File: config.mk
export PLATFORM = sky130hd
export DESIGN_NAME = cmd_sequencer
export DESIGN_NICKNAME = d
export VERILOG_FILES = /design/src/rtl/cmd_pkg.sv /design/src/rtl/cmd_arg_timer.sv /design/src/rtl/cmd_sequencer.sv
export SDC_FILE = /design/constraint.sdc
export NUM_CORES = 1
export LEC_CHECK = 0
export CORE_ASPECT_RATIO = 1.5
export CORE_MARGIN = 5
export CORE_UTILIZATION = 30
export DETAILED_ROUTE_END_ITERATION = 8
export MAX_ROUTING_LAYER = met4
export PLACE_DENSITY = 0.48
export SETUP_SLACK_MARGIN = 0.2
export SYNTH_ARGS = -nofsm -noshare
export SYNTH_HDL_FRONTEND = slang
export SYNTH_SLANG_ARGS = --single-unit
export TNS_END_PERCENT = 20
File: constraint.sdc
create_clock -name clk -period 5.6 [get_ports clk]
set_input_delay 1.4 -clock clk [delete_from_list [all_inputs] [get_ports clk]]
set_output_delay 1.4 -clock clk [all_outputs]
set_load 0.01 [all_outputs]
File: src/rtl/cmd_pkg.sv
// cmd_pkg: shared definitions for the trace command sequencer.
// Holds the host command codes, the response codes, the valid trace-width
// encodings, the sequencer state enum and a helper that validates a raw
// width argument byte.
package cmd_pkg;

  // Host command bytes accepted in the idle state
  localparam logic [7:0] CmdWidth1   = 8'h31;  // '1'
  localparam logic [7:0] CmdWidth2   = 8'h32;  // '2'
  localparam logic [7:0] CmdWidth4   = 8'h34;  // '4'
  localparam logic [7:0] CmdEnable   = 8'h45;  // 'E'
  localparam logic [7:0] CmdDisable  = 8'h44;  // 'D'
  localparam logic [7:0] CmdWidthArg = 8'h57;  // 'W', followed by a raw width byte
  localparam logic [7:0] CmdStatus   = 8'h53;  // 'S'

  // Single-byte responses
  localparam logic [7:0] RespOk  = 8'h4B;  // 'K'
  localparam logic [7:0] RespNak = 8'h4E;  // 'N'

  // Trace port width encodings
  localparam logic [2:0] Width1 = 3'd1;
  localparam logic [2:0] Width2 = 3'd2;
  localparam logic [2:0] Width4 = 3'd4;

  typedef enum logic [2:0] {
    StIdle,
    StArg,
    StResp,
    StStat0,
    StStat1,
    StStat2
  } state_e;

  // A raw argument byte is a legal width only if it is exactly 1, 2 or 4.
  function automatic logic arg_width_ok(input logic [7:0] arg);
    return (arg == 8'h01) || (arg == 8'h02) || (arg == 8'h04);
  endfunction

endpackage

File: src/rtl/cmd_arg_timer.sv
// cmd_arg_timer: 16-bit cycle counter bounding the wait for an argument byte.
// Ports:
//   clk     - system clock
//   rst     - synchronous active-high reset
//   clear   - restart the count from zero
//   enable  - count this cycle
//   expired - high during the TIMEOUT-th enabled cycle after a clear
module cmd_arg_timer #(
  parameter int unsigned TIMEOUT = 1000
) (
  input  logic clk,
  input  logic rst,
  input  logic clear,
  input  logic enable,
  output logic expired
);

  // The first enabled cycle sees a count of zero, so the last permitted
  // cycle sees TIMEOUT-1.
  localparam logic [15:0] Limit = 16'(TIMEOUT - 1);

  logic [15:0] count_q;

  always_ff @(posedge clk) begin
    if (rst || clear) begin
      count_q <= 16'd0;
    end else if (enable && !expired) begin
      count_q <= count_q + 16'd1;
    end
  end

  assign expired = (count_q == Limit);

endmodule

File: src/rtl/cmd_sequencer.sv
// cmd_sequencer: byte-oriented host command interpreter for the trace block.
// Accepts single-byte commands over a valid/ready rx channel, updates the
// trace configuration and answers over a valid/ready tx channel.
// Ports:
//   clk, rst            - clock, synchronous active-high reset
//   rxValid/rxByte      - host command byte in; rxReady accepts it
//   txValid/txByte      - response byte out (registered); txReady accepts it
//   ovfCount, syncLost  - capture-path status sampled by the 'S' command
//   traceWidth, traceEn - configuration outputs
module cmd_sequencer
  import cmd_pkg::*;
#(
  parameter int unsigned TIMEOUT = 1000
) (
  input  logic        clk,
  input  logic        rst,
  input  logic        rxValid,
  input  logic [7:0]  rxByte,
  output logic        rxReady,
  output logic        txValid,
  output logic [7:0]  txByte,
  input  logic        txReady,
  input  logic [15:0] ovfCount,
  input  logic        syncLost,
  output logic [2:0]  traceWidth,
  output logic        traceEn
);

  state_e      state_q, state_d;
  logic [2:0]  width_q, width_d;
  logic        en_q, en_d;
  logic        tx_valid_q, tx_valid_d;
  logic [7:0]  tx_byte_q, tx_byte_d;
  logic [15:0] snap_ovf_q, snap_ovf_d;

  logic rx_fire, tx_fire;
  logic timer_clear, timer_en, timer_expired;

  assign rx_fire     = rxValid && rxReady;
  assign tx_fire     = tx_valid_q && txReady;
  assign timer_clear = (state_q == StIdle) && rx_fire && (rxByte == CmdWidthArg);
  assign timer_en    = (state_q == StArg);

  cmd_arg_timer #(
    .TIMEOUT(TIMEOUT)
  ) u_arg_timer (
    .clk    (clk),
    .rst    (rst),
    .clear  (timer_clear),
    .enable (timer_en),
    .expired(timer_expired)
  );

  // State and registered outputs
  always_ff @(posedge clk) begin
    if (rst) begin
      state_q    <= StIdle;
      width_q    <= Width4;
      en_q       <= 1'b0;
      tx_valid_q <= 1'b0;
      tx_byte_q  <= 8'h00;
      snap_ovf_q <= 16'h0000;
    end else begin
      state_q    <= state_d;
      width_q    <= width_d;
      en_q       <= en_d;
      tx_valid_q <= tx_valid_d;
      tx_byte_q  <= tx_byte_d;
      snap_ovf_q <= snap_ovf_d;
    end
  end

  // Next state; tx byte/valid are computed here so they are registered and
  // change only on the edge that enters or leaves a response state.
  always_comb begin
    state_d    = state_q;
    width_d    = width_q;
    en_d       = en_q;
    tx_valid_d = tx_valid_q;
    tx_byte_d  = tx_byte_q;
    snap_ovf_d = snap_ovf_q;
    unique case (state_q)
      StIdle: begin
        if (rx_fire) begin
          state_d    = StResp;
          tx_valid_d = 1'b1;
          tx_byte_d  = RespOk;
          case (rxByte)
            CmdWidth1:  width_d = Width1;
            CmdWidth2:  width_d = Width2;
            CmdWidth4:  width_d = Width4;
            CmdEnable:  en_d = 1'b1;
            CmdDisable: en_d = 1'b0;
            CmdWidthArg: begin
              state_d    = StArg;
              tx_valid_d = 1'b0;
            end
            CmdStatus: begin
              // Status byte goes straight out; the counter is held for
              // the two following bytes.
              state_d    = StStat0;
              tx_byte_d  = {3'b000, syncLost, en_q, width_q};
              snap_ovf_d = ovfCount;
            end
            default:    tx_byte_d = RespNak;
          endcase
        end
      end
      StArg: begin
        // An argument arriving in the last permitted cycle wins over expiry.
        if (rx_fire) begin
          state_d    = StResp;
          tx_valid_d = 1'b1;
          if (arg_width_ok(rxByte)) begin
            width_d   = rxByte[2:0];
            tx_byte_d = RespOk;
          end else begin
            tx_byte_d = RespNak;
          end
        end else if (timer_expired) begin
          state_d    = StResp;
          tx_valid_d = 1'b1;
          tx_byte_d  = RespNak;
        end
      end
      StResp: begin
        if (tx_fire) begin
          state_d    = StIdle;
          tx_valid_d = 1'b0;
        end
      end
      StStat0: begin
        if (tx_fire) begin
          state_d   = StStat1;
          tx_byte_d = snap_ovf_q[15:8];
        end
      end
      StStat1: begin
        if (tx_fire) begin
          state_d   = StStat2;
          tx_byte_d = snap_ovf_q[7:0];
        end
      end
      StStat2: begin
        if (tx_fire) begin
          state_d    = StIdle;
          tx_valid_d = 1'b0;
        end
      end
      default: state_d = StIdle;
    endcase
  end

  // Outputs
  always_comb begin
    rxReady    = (state_q == StIdle) || (state_q == StArg);
    txValid    = tx_valid_q;
    txByte     = tx_byte_q;
    traceWidth = width_q;
    traceEn    = en_q;
  end

endmodule

==> reports/qor.log <==
qor: die.die-area 10700 um2
qor: pwr.power 0.802 mW
qor: worst_setup_path.timing.critical_path.arrival 4.01 ns
qor: timing.final-max-slew-violation-count 0
qor: timing.timing.final.hold_violations 0
qor: finish.fillerInstances 928
qor: global_route.globalRouteMet1Util 16.4%
qor: routing.drc 0
qor: placed_design.port-buffer-count 42
qor: pwr.swShare 23.8%
qor: pwr.worst_ir_drop_vdd 0.131 mV
qor: finish.final_nets 382
qor: worst_setup_path.worst_setup_path_end_kind flip-flop
qor: finish.finalNonFillerCells 458
qor: yosys.syn_inst 323
qor: clock_tree.cts.path.max_buffers 2
qor: clock_tree.clock_latency 0.29 ns
qor: routing.viasPerCell 5.14
qor: clock_tree.cts.hold.buffers_added 0
qor: global_route.number_of_antenna_violations_at_the_first_check_in_global_routing 0
qor: yosys.synth_fp_nets 353
qor: timing.fmax 0.263 GHz
qor: finish.final_cell_area 3180 um2
qor: timing.final.hold.worst_slack 0.455 ns
qor: min_path.hp-class flip-flop to flip-flop
qor: clock_tree.tritoncts done
qor: die.die_height 124 um
qor: worst_setup_path.timing.critical_path.from_type input port
qor: timing.period_share 67.9%
qor: die.floorplan.io_pins 43
qor: yosys.ys.flop_type dfxtp_1
qor: clock_tree.post_cts_buffers 0
qor: yosys.synth_async_sr_flop_share 0%
qor: timing.setup_violations 0
qor: yosys.post_synth_instance_area 2600 um2
qor: routing.detailroute.via_count 2354
qor: placed_design.place_area 3030 um2
qor: pwr.part_of_the_power_in_the_clock_network 41.1%
qor: global_route.track_usage 14.5%
qor: timing.max-slew-margin-rel 28.6%
qor: finish.sequential_cell_area 961 um2
qor: routing.drt_wl_total 7120 um
qor: global_route.first_global_vias 2389
qor: worst_setup_path.crit_path_max_fo 16
qor: finish.utilization 37.6%
qor: flow_run.max_cap_check_violation_count 0
qor: global_route.globalRouteOverflowTotal 0
qor: finish.mostFrequentLayoutCell dfxtp_1
qor: yosys.synth_seq_area_share 37.0%
qor: yosys.synth.yosys.warnings 0
qor: yosys.synth.avg_cell_area 8.05 um2
qor: global_route.groute.layer.met3.usage 2.18%
qor: worst_setup_path.wp_data_required 5.81 ns
qor: clock_tree.clk_transition_reported_paths 0.06 ns
qor: global_route.global_route.peak_usage_layer met2
qor: die.starting_density_of_the_core 30.7%
qor: clock_tree.cts-buffers-inserted 5
qor: pwr.p_leak 1.04 nW
qor: yosys.postSynthRegisterBits 48
qor: placed_design.dpl.hpwl 5320 um
qor: global_route.first_pass_grt_wire_length 11900 um
qor: placed_design.dpl.cell_count 452
qor: die.coreArea 8460 um2
qor: pwr.power.internal 0.611 mW
qor: global_route.global_route.usage.met2 25.8%
qor: global_route.maximum_number_of_pins_on_one_net_before_global_route_repair 23
qor: timing.worst_slew_pin_slew 1.07 ns
qor: timing.fin_tns_setup 0 ns
qor: pwr.comb_power_share 13.7%
qor: routing.drt-initial-drc-count 134
qor: yosys.synth-edff-count 0
qor: pwr.part_of_the_total_power_dissipated_in_sequential_elements 45.3%
qor: status.status finished, final reports clean
qor: timing.grt_setup_unrepaired no
qor: die.chipWidth 86.0 um
qor: finish.final_layout_size_suffix_gt1_share 5.70%
qor: routing.detail-route-antenna-nets 0
qor: routing.number_of_detailed_route_iterations_in_the_first_pass 4
qor: timing.finalWorstSetupSlack 1.80 ns
qor: clock_tree.ctsRootBufferMaster clkbuf_16
qor: clock_tree.post_cts_resized 0
qor: timing.final.setup_skew 0.00586 ns
qor: finish.layout.cells.most_common_list 48 x dfxtp_1, 46 x nand2_1, 42 x nor2_1, 42 x clkdlybuf4s50_1, 27 x a21oi_1
qor: finish.area_used_by_multi_input_combinational_logic 1480 um2
qor: placed_design.dpl_worst_slack 1.46 ns
qor: pwr.net_load_switching_power 0.190 mW
qor: clock_tree.cts_num_sinks 48
qor: routing.wl_per_cell 15.6 um
qor: worst_setup_path.path_class input port to flip-flop
qor: timing.timing.final.crit_period 3.80 ns
qor: pwr.pwr_density_cell 252 nW/um2
qor: finish.area_growth_syn_to_layout 22.5%
qor: clock_tree.ctsHtreeMaxLevel 2
qor: finish.antenna_cells_inserted 0
qor: die.rows 41
qor: placed_design.gp_congestion 0.814
qor: yosys.yosys.cell_types.count 56
-- power by group through the flow --
stage	sequential, mW	combinational, mW	clock, mW
final	0.363	0.110	0.329
after global routing	0.364	0.120	0.352
after CTS	0.363	0.111	0.339
after detailed placement	0.371	0.111	0
after global placement	0.371	0.111	0
after floorplan	0.367	0.0645	0
-- state kept, by name (all words and copies together), names as in the netlist --
| name | flops |
|---|---|
| traceEn | 1 |
| txByte | 8 |
| snap_ovf_q | 16 |
| traceWidth | 3 |
| txValid | 1 |
| state_q | 3 |
| u_arg_timer.count_q | 16 |
-- worst paths after layout --
| path | start | end | slack, ns | cells after the start |
|---|---|---|---|---|
| min reg2reg | snap_ovf_q[4] | snap_ovf_q[4] | 0.45 | 2 |
| max reg2reg | u_arg_timer.count_q[0] | txByte[2] | 2.92 | 6 |
| min | snap_ovf_q[4] | snap_ovf_q[4] | 0.45 | 2 |
| max | rxByte[7] | snap_ovf_q[11] | 1.80 | 6 |
-- metal layers --
metal / vias up / share of wire (%)
li1: 1200 / -
met1: 1101 / 43
met2: 45 / 52
met3: 8 / 2.9
met4: 0 / 2.0
met5: - / 0
-- critical path, cell delays in order --
cell and delay [ns]:
clkdlybuf4s50_1 0.47, nor4b_2 0.54, or3b_2 0.55, nor3_2 0.75, nand2_1 0.15, a21oi_1 0.15
-- cells in the mapped netlist, types with 2 or more instances --
master / count / area [um2]
o21ai_0: 9 / 45.0
o22ai_1: 2 / 12.5
a211o_1: 2 / 17.5
nor3_1: 7 / 35.0
nor2_1: 42 / 158
a21o_1: 2 / 15.0
nand2b_1: 2 / 12.5
o221ai_1: 2 / 17.5
nor4_1: 2 / 12.5
xnor2_1: 5 / 43.8
and3_1: 3 / 18.8
nand3_1: 13 / 65.1
a21oi_1: 27 / 135
or3_1: 6 / 37.5
buf_2: 2 / 10.0
nand2_1: 46 / 173
a311oi_1: 3 / 26.3
a221oi_1: 2 / 17.5
nor3b_1: 3 / 22.5
or4_1: 4 / 30.0
nand4_1: 6 / 37.5
clkbuf_1: 11 / 41.3
a211oi_2: 4 / 50.1
nor4b_1: 2 / 17.5
or3b_2: 4 / 35.0
inv_1: 6 / 22.5
and2_1: 4 / 25.0
dfxtp_1: 48 / 961
a22oi_1: 3 / 22.5
a31oi_1: 2 / 12.5
buf_6: 5 / 56.3
o2111ai_1: 2 / 17.5
mux2i_1: 5 / 50.1
nor2b_1: 2 / 12.5
xor2_1: 14 / 123
-- cell type report --
| cell class | count | area share (%) |
|---|---|---|
| multi-input cells | 248 | 46.6 |
| flip-flops and latches | 48 | 30.2 |
| repair buffers | 43 | 13.4 |
| well taps | 107 | 4.20 |
| clock buffers | 5 | 3.93 |
| clock inverters | 1 | 0.943 |
| inverters | 6 | 0.707 |
-- logic make-up (layout without fill, tap and decap cells) --
group                    Yosys count  count (layout)  share of synthesized area, %
AO/OA/AOI/OAI                     71              71                          19.3
multiplexers                       5               5                          1.93
adder cells (fa/ha/maj)            1               1                         0.481
AND/OR/NAND/NOR                  152             152                          29.0
buffers and inverters             27              55                          5.92
XOR/XNOR                          19              19                          6.40
flip-flops                        48              48                          37.0
Note: power is estimated with default switching activity, not from simulation.
